**config.mk**
```make
export PLATFORM = sky130hd
export DESIGN_NAME = ds_led_recver
export DESIGN_NICKNAME = d
export VERILOG_FILES = /design/src/rtl/ds_led_recver.sv
export SDC_FILE = /design/constraint.sdc
export NUM_CORES = 1
export LEC_CHECK = 0
export BUFFER_PORTS_ARGS = -buffer_cell sky130_fd_sc_hd__buf_4
export CAP_MARGIN = 25
export CORE_AREA = 2 2 117 119
export DETAILED_ROUTE_END_ITERATION = 10
export DIE_AREA = 0 0 119 121
export PLACE_DENSITY_LB_ADDON = 0.08
export SLEW_MARGIN = 10
export SYNTH_ARGS = -nofsm -noshare
export SYNTH_HDL_FRONTEND = slang
export SYNTH_SLANG_ARGS = --single-unit
export TNS_END_PERCENT = 100
```
**constraint.sdc**
```tcl
create_clock -name clk -period 3.52 [get_ports clk]
set_input_delay 0.704 -clock clk [delete_from_list [all_inputs] [get_ports clk]]
set_output_delay 0.704 -clock clk [all_outputs]
set_load 0.01 [all_outputs]
```
**src/rtl/ds_led_recver.sv**
```systemverilog
// ds_led_recver: NAP rx data-stream consumer driving active-low LEDs with hold throttling and sequence checking
module ds_led_recver #(
  parameter int DATA_WIDTH  = 256,
  parameter int HOLD_CYCLES = 4,
  parameter int CNT_WIDTH   = 16
) (
  input  logic                  clk,
  input  logic                  resetn,
  input  logic                  rx_valid,
  output logic                  rx_ready,
  input  logic [DATA_WIDTH-1:0] rx_data,
  input  logic                  clear,
  output logic [7:0]            leds,
  output logic [CNT_WIDTH-1:0]  msg_count,
  output logic [CNT_WIDTH-1:0]  seq_err_count,
  output logic                  seq_err
);
  localparam int HW = HOLD_CYCLES > 1 ? $clog2(HOLD_CYCLES) : 1;
  localparam logic [HW-1:0] HOLD_INIT = HW'(HOLD_CYCLES > 0 ? HOLD_CYCLES - 1 : 0);
  localparam logic [CNT_WIDTH-1:0] CNT_MAX = '1;
  typedef enum logic {S_WAIT, S_HOLD} state_t;
  state_t          state;
  logic [HW-1:0]   hold_timer;
  logic [7:0]      expected_seq;
  logic            seq_synced;
  logic            xfer;
  logic            err;
  logic [7:0]      seq;
  logic            unused_hi;
  assign xfer      = rx_valid & rx_ready;
  assign seq       = rx_data[15:8];
  assign err       = xfer & seq_synced & ~clear & (seq != expected_seq);
  assign unused_hi = ^rx_data[DATA_WIDTH-1:16];
  // Handshake FSM: latch the LED pattern on accept, then hold ready low for HOLD_CYCLES cycles
  always_ff @(posedge clk or negedge resetn)
    if (!resetn) begin
      state      <= S_WAIT;
      hold_timer <= '0;
      rx_ready   <= 1'b0;
      leds       <= 8'hFF;
    end else begin
      if (xfer) leds <= ~rx_data[7:0];
      if (state == S_WAIT) begin
        if (xfer && HOLD_CYCLES > 0) begin
          state      <= S_HOLD;
          hold_timer <= HOLD_INIT;
          rx_ready   <= 1'b0;
        end else rx_ready <= 1'b1;
      end else if (hold_timer == '0) begin
        state    <= S_WAIT;
        rx_ready <= 1'b1;
      end else hold_timer <= hold_timer - 1'b1;
    end
  // Link-health tracking: saturating counters and sequence resync; clear makes a coincident message the first after sync
  always_ff @(posedge clk or negedge resetn)
    if (!resetn) begin
      msg_count     <= '0;
      seq_err_count <= '0;
      seq_err       <= 1'b0;
      expected_seq  <= '0;
      seq_synced    <= 1'b0;
    end else begin
      msg_count     <= clear ? CNT_WIDTH'(xfer) : msg_count + CNT_WIDTH'(xfer && msg_count != CNT_MAX);
      seq_err_count <= clear ? '0 : seq_err_count + CNT_WIDTH'(err && seq_err_count != CNT_MAX);
      seq_err       <= err;
      seq_synced    <= clear ? xfer : seq_synced | xfer;
      if (xfer) expected_seq <= seq + 8'd1;
    end
endmodule

```
# [Word level (Yosys, flattened, before mapping)]
# Index checks and enable logic that the tools add are counted.
[classes] muxes=12 n_reduce_logical=5 bitwise_logic=7 addsub=4 n_eq_ne=5
[ops] cell="16-bit by 1-bit adder with 16-bit output" count=2
[ops] cell="16-bit two-way mux" count=2
[ops] cell="16-bit inequality test, second input constant" count=2
[ops] cell="8-bit by 1-bit adder with 8-bit output, second input constant" count=1
[ops] cell="8-bit inequality test" count=1
[ops] cell="8-bit NOT" count=1
[ops] cell="1-bit two-way mux" count=7
[ops] cell="2-bit two-way mux" count=3
[ops] cell="1-bit bitwise AND" count=4
[ops] cell="1-bit logical AND" count=2
[ops] cell="2-bit zero test" count=1
[ops] cell="2-bit by 1-bit inequality test with 1-bit output, second input constant" count=1
[ops] cell="2-bit inequality test, second input constant" count=1
[ops] cell="2-bit AND reduction" count=1
[ops] cell="2-bit nonzero test" count=1
[ops] cell="2-bit by 1-bit subtractor with 2-bit output, second input constant" count=1
[ops] cell="1-bit NOT" count=1
[ops] cell="1-bit bitwise OR" count=1
[totals] out_inout_bits=42 reg_bits=54 inputBits=260 word_cells=42

# [Depth between registers and ports, before layout]
# Gate-level depths: netlist of run 1.
[logic_depth] depth_word=7 mapped_depth=9 depth_no_buf=9

# [Least setup slack after synthesis of run 1]
# Ideal clock, no wire load.
[synth_path] path_kind="input-to-reg" startpoint="input clear" endpoint="register seq_err_count[14]" required_time_ns=3.401 path_slack_ns=1.164 cell_stages=8 setup_ns=0.119 path_buffers=1 arrival_time_ns=2.237 path_cell_list="clkbuf_2 -> nand2b_1 -> nor4_1 -> ha_1 -> nand4_4 -> nor4_2 -> xnor2_1 -> nor2_1"
[synth_between] elab_chain_len=6
[synth_rtl] element="start, declared" line="12" rtl="input logic clear,"
[synth_rtl] element="1-bit NOT" line="32" rtl="assign err = xfer & seq_synced & ~clear & (seq != expected_seq);"
[synth_rtl] element="1-bit bitwise AND (2 in series)" line="32"
[synth_rtl] element="1-bit logical AND" line="64" rtl="seq_err_count <= clear ? '0 : seq_err_count + CNT_WIDTH'(err && seq_err_count != CNT_MAX);"
[synth_rtl] element="16-bit by 1-bit adder with 16-bit output" line="64"
[synth_rtl] element="16-bit two-way mux *" line="64"
[synth_rtl] element="end signal, assigned" line="64"
[synth_rtl] element="end, declared" line="15" rtl="output logic [CNT_WIDTH-1:0] seq_err_count,"
# Mark *: on every way between the ends. The rest lies on a longest branch, timed or not.
# A chain may end at the register's enable or synchronous reset.

# [Worst setup path after layout of run 1]
[layout_path] startpoint="input clear" endpoint="register seq_err_count[15]"
# The elaborated chain is that of the path after synthesis.

==> results.toml, run 1 <==
[detailed_routing]
wirelength_mm = 7.08
drc = 0
drt_iter0_drc = 83
via_per_inst = 4.07
vias = 2036
wire_per_inst_um = 14.2
drt_pass1_iterations = 4
antenna_left = 0

[floorplanning]
fp.dieArea_um2 = 14400
die_h_um = 121
core_um2 = 13100
start_util_pct = 20.2
rows = 42
io_pins = 302
die_w_um = 119

[cts]
cts_sinks = 54
clock_latency_ns = 0.31
numCtsBuffers = 5
clk_path_buf_depth = 2
post_cts_buffers = 0
hold_buffers = 0
post_cts_resize_count = 0
h-tree-depth = 2
clk_pin_slew_ns = 0.08
cts_root_buf = "clkbuf_16"
cts_tree = "done"

[setup_path]
reg2reg_slack_ns = 1.18
critical_path.endpoint = "seq_err_count[15]"
cp_max_fo = 33
rr_worst_depth = 9
rr_startpoint = "expected_seq[3]"
worstPathRequired_ns = 3.70
rr_endpoint = "seq_err_count[15]"
cp-end-kind = "register"
cp.arrival_ns = 2.67
cp-startpoint = "clear"
crit_type = "in2reg"
start_kind = "primary input"

[global_routing]
grt_max_degree = 55
antenna_found_initial = 0
grt_pass1_wl_mm = 11.4
overflow = 0
grt_pass1_vias = 2020
grt_use_total_pct = 10.4

[final_layout]
layout-drive-gt1-share_pct = 26.2
final.fill_count = 1408
layout.nets = 589
area_delta_synth_final_pct = 29.1
antenna_cells = 0
finalNonFillerCells = 500
final_util_pct = 26.1
multi_input_area_um2 = 1200
register_area_um2 = 1360
final_cell_area_um2 = 3420

[yosys]
yosys.area.top_type = "dfrtp_1"
yosys.area.top_type_share_pct = 43.5
avgSynthCellArea_um2 = 10.1
synth-seq-cells = 54
syn-cell-area_um2 = 2650
synth_edf_count = 0
seq_area_frac_synth_pct = 51.4
synthCells = 262
synth_cell_types = 28
synth_ff_type = "dfrtp_1"
synth_area_leaders = "dfrtp_1 43%, xnor2_1 9.9%, dfstp_2 7.9%"
postSynth.asyncResetShare_pct = 100
yosysWarningCount = 0
syn_nets = 528

[place]
io_buffers = 61
place_hpwl_mm = 4.81
dp.cells = 492
dpl_cell_area_um2 = 3270
gp_congestion = 0.683

[sta]
timing.final.crit_share_pct = 70.7
fmax_mhz = 402
final_hold_viol_count = 0
hold_slack_ns = 0.464
worst_pin_slew_ns = 0.760
min_period_ns = 2.49
finalSetupViolCount = 0
skew_ns = 0.00602
tns_ns = 0
finalMaxSlewViolations = 0
maxSlewHeadroom_pct = 49.3
rsz0062_at_grt = "no"

[power_and_ir_drop]
p_leak_nw = 1.46
p_per_area_nw_per_um2 = 511
peakVddDrop_mv = 0.224

[outcome]
outcome = "finished clean"

[flow_run]
maxCapViolCount = 0

[min_path]
hold_class = "in2async"
## worst min path at each step
stage,slack (ns),end,depth (start not counted),from
after floorplan,0.41,expected_seq[0],0,resetn
after global placement,0.47,leds[4],2,leds[4]
after detailed placement,0.48,leds[4],2,leds[4]
after CTS,0.49,leds[1],2,leds[1]
after global routing,0.50,leds[5],2,leds[5]
final,0.46,msg_count[12],1,resetn
## cells in the final DEF, fill, tap and decap left out
master      n
ha_1        6
nor2_1     29
inv_1       6
nor4_2      1
nand2_1    29
o22a_1      1
dfstp_2     8
o21ai_0    22
nor3_1     12
or3_1       6
nand4_4     2
inv_6       1
clkinv_2    1
nand4_1     9
mux2_2      2
dfrtp_1    46
xor2_1      9
buf_4      62
nand3_1    10
nor4_1      9
xnor2_1    30
and2_1      1
and3_1      1
nand4_2     3
clkbuf_16   5
nand2b_1    2
clkbuf_1    1
nor2b_1     1
a21oi_1     9
## synthesized netlist by cell type, types with 2 or more instances
cell / instances
inv_1: 6
or3_1: 6
nand3_1: 10
clkbuf_1: 4
nor2_1: 29
dfrtp_1: 46
nand4_4: 2
xor2_1: 9
a21oi_1: 9
clkbuf_8: 2
mux2_2: 2
ha_1: 6
nand2_1: 29
nor4_1: 9
dfstp_2: 8
nand4_1: 9
nor3_1: 12
xnor2_1: 30
o21ai_0: 22
nand2b_1: 2
nand4_2: 3
## flip-flops by register name (all words and copies together) (netlist names)
| signal | flops |
|---|---|
| msg_count | 16 |
| seq_err_count | 16 |
| seq_synced | 1 |
| hold_timer | 2 |
| rx_ready | 1 |
| state | 1 |
| seq_err | 1 |
| expected_seq | 8 |
| leds | 8 |
## critical path, cell delays in order
cell and delay (ns):
buf_4 0.24, nand2b_1 0.23, nor4_1 0.38, ha_1 0.30, nand4_2 0.21, nor4_1 0.37, xnor2_1 0.16, nor2_1 0.05
## routing by layer
| metal | global-route usage, % | wire (µm) |
|---|---|---|
| met3 | 5.40 | 661 |
| met2 | 14.8 | 3080 |
| met5 | 0 | 0 |
| met1 | 13.5 | 3230 |
| met4 | 3.57 | 105 |
## metrics by stage
stage	power (W)	setup WS, ns
detailed placement	0.00125	0.663
global route	0.00187	0.748
floorplan	0.00107	1.16
CTS	0.00179	0.982
finish	0.00174	1.03
global placement	0.00125	0.649
## final cells by class
class / count / area share, %
flip-flops and latches: 54 / 39.8
multi-input cells: 194 / 35.3
repair buffers: 62 / 13.6
well taps: 176 / 6.44
clock buffers: 6 / 3.77
inverters: 6 / 0.659
clock inverters: 2 / 0.403
## report_power, final
part	internal, W	switching, W
logic	0.000193	0.000191
registers	0.000752	0.0000881
clock network	0.000267	0.000253
## kinds of logic (layout without fill, tap and decap cells)
kind of cell / after synthesis / in the layout / share of synthesized area (%)
AOI/OAI and AO/OA: 32 / 32 / 6.19
buffers and inverters: 14 / 76 / 3.07
adders and majority gates: 6 / 6 / 2.84
and+or+nand+nor: 115 / 115 / 22.7
muxes: 2 / 2 / 0.851
xor gates and xnor gates: 39 / 39 / 12.9
DFF: 54 / 54 / 51.4
No activity file was read; power rests on OpenSTA's default activity.
==> inputs of run 2 (changes only) <==
--- a/config.mk
+++ b/config.mk
@@ -5,11 +5,12 @@
 export SDC_FILE = /design/constraint.sdc
 export NUM_CORES = 1
 export LEC_CHECK = 0
+export ABC_AREA = 1
 export BUFFER_PORTS_ARGS = -buffer_cell sky130_fd_sc_hd__buf_4
 export CAP_MARGIN = 25
-export CORE_AREA = 2 2 117 119
+export CORE_AREA = 2 2 116 118
 export DETAILED_ROUTE_END_ITERATION = 10
-export DIE_AREA = 0 0 119 121
+export DIE_AREA = 0 0 118 120
 export PLACE_DENSITY_LB_ADDON = 0.08
 export SLEW_MARGIN = 10
 export SYNTH_ARGS = -nofsm -noshare
==> constraint.sdc (replaced) <==
create_clock -name clk -period 2.2 [get_ports clk]
set_input_delay 0.44 -clock clk [delete_from_list [all_inputs] [get_ports clk]]
set_output_delay 0.44 -clock clk [all_outputs]
set_load 0.01 [all_outputs]
==> run 2 against run 1 <==
Clock-buffer cell count is 1 lower. Synthesized area is 7.0% higher. Worst hold slack worse by 0.26 ns. Clock skew is 0.00090 ns lower. Setup slack worse by 0.71 ns. Total power is 66% higher. Highest routed layer unchanged.
==> results.toml, run 2 <==
[setup_path]
cp_max_fo = 4
worstPathRequired_ns = 2.40
slowest_stage = "dfrtp_1"
critPathMaxStageDelay_ns = 0.42
cp.arrival_ns = 2.08
cp-end-kind = "register"
start_kind = "register"
crit_type = "reg2reg"
crit_chain = "inv_1 -> nor3_2 -> nand2_1 -> nor2_1 -> nor2_2 -> ha_1 -> nand2_1 -> nor2_4 -> nand3_1 -> xor2_1 -> nor2_1"

[yosys]
synth.most_common_cell = "nand2_1"
synthMuxAreaShare_pct = 0
synthAdderAreaFrac_pct = 2.65
syn_nets = 634
yosys.area_share.xor_xnor_pct = 3.09
yosysWarningCount = 0
synth_cell_types = 28
synth-seq-cells = 54
synth_compound_area_share_pct = 8.39
synth_top_family_by_area = "simple AND/OR/NAND/NOR gates"
yosys.area_share.simple_pct = 30.4
postSynth.asyncResetShare_pct = 100
syn-cell-area_um2 = 2830
synth_area_leaders = "dfrtp_1 41%, nand2_1 14%, dfstp_2 7.4%"
seq_area_frac_synth_pct = 48.1
yosys.area.top_type = "dfrtp_1"
synthCells = 368
yosys.area.top_type_share_pct = 40.6
avgSynthCellArea_um2 = 7.70
netlist_top_cells_count = "104 x nand2_1, 55 x nor2_1, 46 x dfrtp_1"
synth_edf_count = 0
synth_ff_type = "dfrtp_1"

[detailed_routing]
antenna_left = 0
via_per_inst = 4.01
vias = 2502
wire_per_inst_um = 12.4
drc = 0
drt_iter0_drc = 60
wirelength_mm = 7.75
drt_pass1_iterations = 4

[cts]
clk_path_buf_depth = 2
cts_sinks = 54
h-tree-depth = 2
clk_pin_slew_ns = 0.08
cts_root_buf = "clkbuf_16"
numCtsBuffers = 5
cts_tree = "done"
clock_latency_ns = 0.30

[min_path]
hold_class = "in2async"

[final_layout]
area_delta_synth_final_pct = 33.6
antenna_cells = 0
final_cell_area_um2 = 3780
largestRegisters = "msg_count: 16 flops, seq_err_count: 16 flops"
final_cell_mix = "104 x nand2_1, 78 x buf_4, 53 x nor2_1, 46 x dfrtp_1, 44 x inv_1"
layout-drive-gt1-share_pct = 25.0
layout.nets = 713
final_common_cell = "nand2_1"

[power_and_ir_drop]
p_seq_share_pct = 45.0
p_leak_nw = 1.85
p_per_area_nw_per_um2 = 763
power_frac_comb_pct = 22.0
peakVddDrop_mv = 0.405
p_clk_share_pct = 33.0
swShare_pct = 29.9
switchingPower_w = 0.000863
internal_power_w = 0.00203

[global_routing]
grt_max_degree = 55
grt_pass1_wl_mm = 12.9
antenna_found_initial = 0
overflow = 0
grt_use_total_pct = 11.6
grt_pass1_vias = 2520

[sta]
finalMaxSlewViolations = 0
maxSlewHeadroom_pct = 51.3
timing.final.crit_share_pct = 85.4
rsz0062_at_grt = "no"
min_period_ns = 1.88
tns_ns = 0
finalSetupViolCount = 0
final_hold_viol_count = 0
skew_ns = 0.00512
worst_pin_slew_ns = 0.731
fmax_mhz = 532

[place]
dpl_cell_area_um2 = 3590
io_buffers = 61
gp_congestion = 0.751
place_hpwl_mm = 5.67

[floorplanning]
fp.dieArea_um2 = 14200
core_um2 = 13000
io_pins = 302
start_util_pct = 21.8
die_w_um = 118
rows = 42
die_h_um = 120

[flow_run]
maxCapViolCount = 0

[outcome]
outcome = "finished clean"
run 2: final cells by class:
cell class              instances  area (µm²)
multi-input cells             262        1280
clock buffers                   5         125
flip-flops and latches         54        1360
clock inverters                 3        43.8
well taps                     176         220
fillers                      1440        9200
inverters                      46         173
repair buffers                 78         586
run 2: cell families (layout without fill, tap and decap cells):
family / Yosys count / count (layout)
fa+ha+maj: 6 / 6
simple gates: 199 / 199
flops: 54 / 54
buf+inv: 52 / 132
xor+xnor: 10 / 10
compound gates: 47 / 47
run 2: worst max-delay path, delay by kind of cell (launching register included):
family                     cells  cell delay (ns)
DFF                            1             0.42
buffers and inverters          1             0.10
xor gates and xnor gates       1             0.18
and+or+nand+nor                8             0.90
adders and majority gates      1             0.19
run 2: power groups by stage:
stage	Clock, W	Sequential, W	Combinational (W)
CTS	0.000987	0.00130	0.000652
global placement	0	0.00132	0.000643
finish	0.000954	0.00130	0.000635
detailed placement	0	0.00132	0.000649
global route	0.00102	0.00133	0.000743
floorplan	0	0.00134	0.000337
run 2: worst paths after layout:
| check | slack [ns] | to | depth (start not counted) | from |
|---|---|---|---|---|
| setup / recovery | 0.32 | seq_err_count[5] | 11 | seq_err_count[11] |
| hold / removal | 0.20 | expected_seq[7] | 1 | resetn |
| setup reg to reg | 0.32 | seq_err_count[5] | 11 | seq_err_count[11] |
| hold reg to reg | 0.49 | leds[0] | 2 | leds[0] |
| max in group asynchronous | 1.52 | msg_count[4] | 1 | resetn |
| min in group clk | 0.29 | leds[6] | 2 | rx_data[6] |
run 2: per-stage QoR:
step / hold slack [ns] / util, % / total power [W] / worst slack [ns] / instances
global route: 0.259 / 29.2 / 0.00309 / 0.0278 / 624
detailed placement: 0.486 / 27.6 / 0.00197 / 0.0411 / 614
global placement: 0.478 / 27.6 / 0.00196 / 0.0258 / 614
finish: 0.204 / 29.2 / 0.00289 / 0.321 / 624
CTS: 0.240 / 28.9 / 0.00294 / 0.205 / 622
floorplan: 0.144 / - / 0.00168 / 0.365 / 368
run 2: repair_timing:
action / in CTS / in global routing
setup buffers: 0 / 2
endpoints found under the setup margin: 0 / 4
endpoints found under the hold margin: 0 / 0
resized for setup: 0 / 4
hold buffers: 0 / 0
run 2: layer usage:
layer,wire [µm],GRT usage (%),vias to the layer above
met4,113,3.84,0
met1,3560,14.4,1147
met3,361,3.42,7
li1,-,-,1313
met5,0,0,-
met2,3710,19.3,35
==> inputs of run 3 (changes only) <==
==> constraint.sdc (replaced) <==
create_clock -name clk -period 2.4 [get_ports clk]
set_input_delay 0.48 -clock clk [delete_from_list [all_inputs] [get_ports clk]]
set_output_delay 0.48 -clock clk [all_outputs]
set_load 0.01 [all_outputs]
==> run 3 against run 2 <==
Wire length decreased by 1.9%. Critical path depth increased by 2. Cell area decreased by 2.9%. Utilization decreased by 0.86 points. Sequential power decreased by 8%. Total power decreased by 8.8%.
==> results.toml, run 3 (synthesis gave the netlist of run 2 again) <==
[sta]
maxSlewHeadroom_pct = 51.0
finalMaxSlewViolations = 0
skew_ns = 0.00776
hold_slack_ns = 0.231
finalSetupViolCount = 0
tns_ns = 0
final_hold_viol_count = 0
min_period_ns = 2.02
timing.final.crit_share_pct = 84.3
rsz0062_at_grt = "no"
worst_pin_slew_ns = 0.736
fmax_mhz = 494

[setup_path]
rr_endpoint = "seq_err_count[13]"
cp_num_buf_inv = 0
slowest_stage = "dfrtp_1"
crit_family = "simple AND/OR/NAND/NOR gates"
critical_path_depth = 13
cp.arrival_ns = 2.23
critPathMaxStageDelay_ns = 0.46
rr_startpoint = "seq_err_count[3]"
cp-end-kind = "register"
rr_worst_depth = 13
critical_path.endpoint = "seq_err_count[13]"
path_common_cell = "nor2_1"
start_kind = "register"
cp-startpoint = "seq_err_count[3]"
crit_chain = "nand2_1 -> nor2_1 -> nand4_1 -> nor2_1 -> nor2_1 -> ha_1 -> nand2_1 -> nor2_2 -> nand3_1 -> nor2_1 -> nand2_1 -> nand2_1 -> nor2_1"
cp_max_fo = 5
reg2reg_slack_ns = 0.38
crit_type = "reg2reg"
worstPathRequired_ns = 2.61

[floorplanning]
fp.dieArea_um2 = 14200
core_um2 = 13000
rows = 42
io_pins = 302
die_h_um = 120
start_util_pct = 21.8
die_w_um = 118

[cts]
clk_path_buf_depth = 2
cts_root_buf = "clkbuf_16"
clock_latency_ns = 0.31
hold_buffers = 0
clk_pin_slew_ns = 0.08
h-tree-depth = 2
post_cts_resize_count = 0
cts_tree = "done"
numCtsBuffers = 5
cts_sinks = 54
post_cts_buffers = 0

[power_and_ir_drop]
p_clk_share_pct = 33.2
internal_power_w = 0.00185
power_frac_comb_pct = 21.6
p_seq_share_pct = 45.2
p_per_area_nw_per_um2 = 717
peakVddDrop_mv = 0.280
p_leak_nw = 1.78
swShare_pct = 30.0
switchingPower_w = 0.000789

[place]
dpl_cell_area_um2 = 3500
gp_congestion = 0.759
io_buffers = 61
place_hpwl_mm = 5.62
dp.cells = 603

[global_routing]
antenna_found_initial = 0
grt_use_total_pct = 11.4
grt_pass1_vias = 2428
grt_max_degree = 55
grt_pass1_wl_mm = 12.5
overflow = 0

[detailed_routing]
vias = 2517
wirelength_mm = 7.60
via_per_inst = 4.12
antenna_left = 0
drt_iter0_drc = 123
wire_per_inst_um = 12.4
drc = 0
drt_pass1_iterations = 4

[min_path]
hold_class = "in2async"

[final_layout]
antenna_cells = 0
largestRegisters = "msg_count: 16 flops, seq_err_count: 16 flops"
final_cell_area_um2 = 3670
final_common_cell = "nand2_1"
layout-drive-gt1-share_pct = 22.1
multi_input_area_um2 = 1260
final.fill_count = 1450
area_delta_synth_final_pct = 29.7
register_area_um2 = 1360
layout.nets = 700
final_cell_mix = "104 x nand2_1, 65 x buf_4, 55 x nor2_1, 46 x dfrtp_1, 44 x inv_1"
finalNonFillerCells = 611
final_util_pct = 28.3

[outcome]
outcome = "finished clean"

[flow_run]
maxCapViolCount = 0
-- run 3: cell count changes in the layout (fill, tap and decap cells not counted) --
cell / before / now
nor3_2: 3 / 2
nor2_1: 53 / 55
nor2_2: 5 / 4
clkinv_2: 1 / 0
clkinvlp_4: 0 / 2
buf_4: 78 / 65
nor2_4: 4 / 3
nor3_1: 4 / 5
inv_6: 1 / 0
-- run 3: layout make-up --
cell class | instances | area share, %
repair buffers | 65 | 13.3
flip-flops and latches | 54 | 37.1
inverters | 46 | 4.70
clock buffers | 5 | 3.41
multi-input cells | 262 | 34.3
clock inverters | 3 | 1.23
well taps | 176 | 5.99
-- run 3: power groups by stage --
stage / clock, W / combinational, W / sequential [W]
after floorplan: 0 / 0.000309 / 0.00123
after global placement: 0 / 0.000582 / 0.00121
after detailed placement: 0 / 0.000585 / 0.00121
after CTS: 0.000919 / 0.000588 / 0.00119
after global routing: 0.000952 / 0.000666 / 0.00121
final: 0.000874 / 0.000570 / 0.00119
-- run 3: worst register-to-register path, cell delays in order (launching register included) --
cell and delay, ns:
dfrtp_1 0.46, nand2_1 0.18, nor2_1 0.07, nand4_1 0.07
nor2_1 0.05, nor2_1 0.14, ha_1 0.18, nand2_1 0.09
nor2_2 0.17, nand3_1 0.18, nor2_1 0.19, nand2_1 0.07
nand2_1 0.06, nor2_1 0.04
-- run 3: worst min path at each step --
stage	start	endpoint	slack (ns)	cells past startpoint
final	resetn	expected_seq[7]	0.23	1
after global routing	resetn	expected_seq[0]	0.31	1
after CTS	resetn	rx_ready	0.27	1
after detailed placement	leds[6]	leds[6]	0.48	2
after global placement	leds[6]	leds[6]	0.48	2
after floorplan	resetn	expected_seq[0]	0.18	0
-- run 3: through the flow --
| stage | setup slack (ns) | total power, W |
|---|---|---|
| floorplan | 0.525 | 0.00154 |
| global placement | 0.162 | 0.00179 |
| detailed placement | 0.146 | 0.00179 |
| CTS | 0.359 | 0.00270 |
| global route | 0.149 | 0.00283 |
| finish | 0.376 | 0.00263 |
-- run 3: routing by layer --
layer	vias to the layer above	share of wire, %	track usage (%)
li1	1293	-	-
met1	1172	47	13.9
met2	44	45	18.0
met3	8	5.4	3.99
met4	0	2.0	5.05
met5	-	0	0
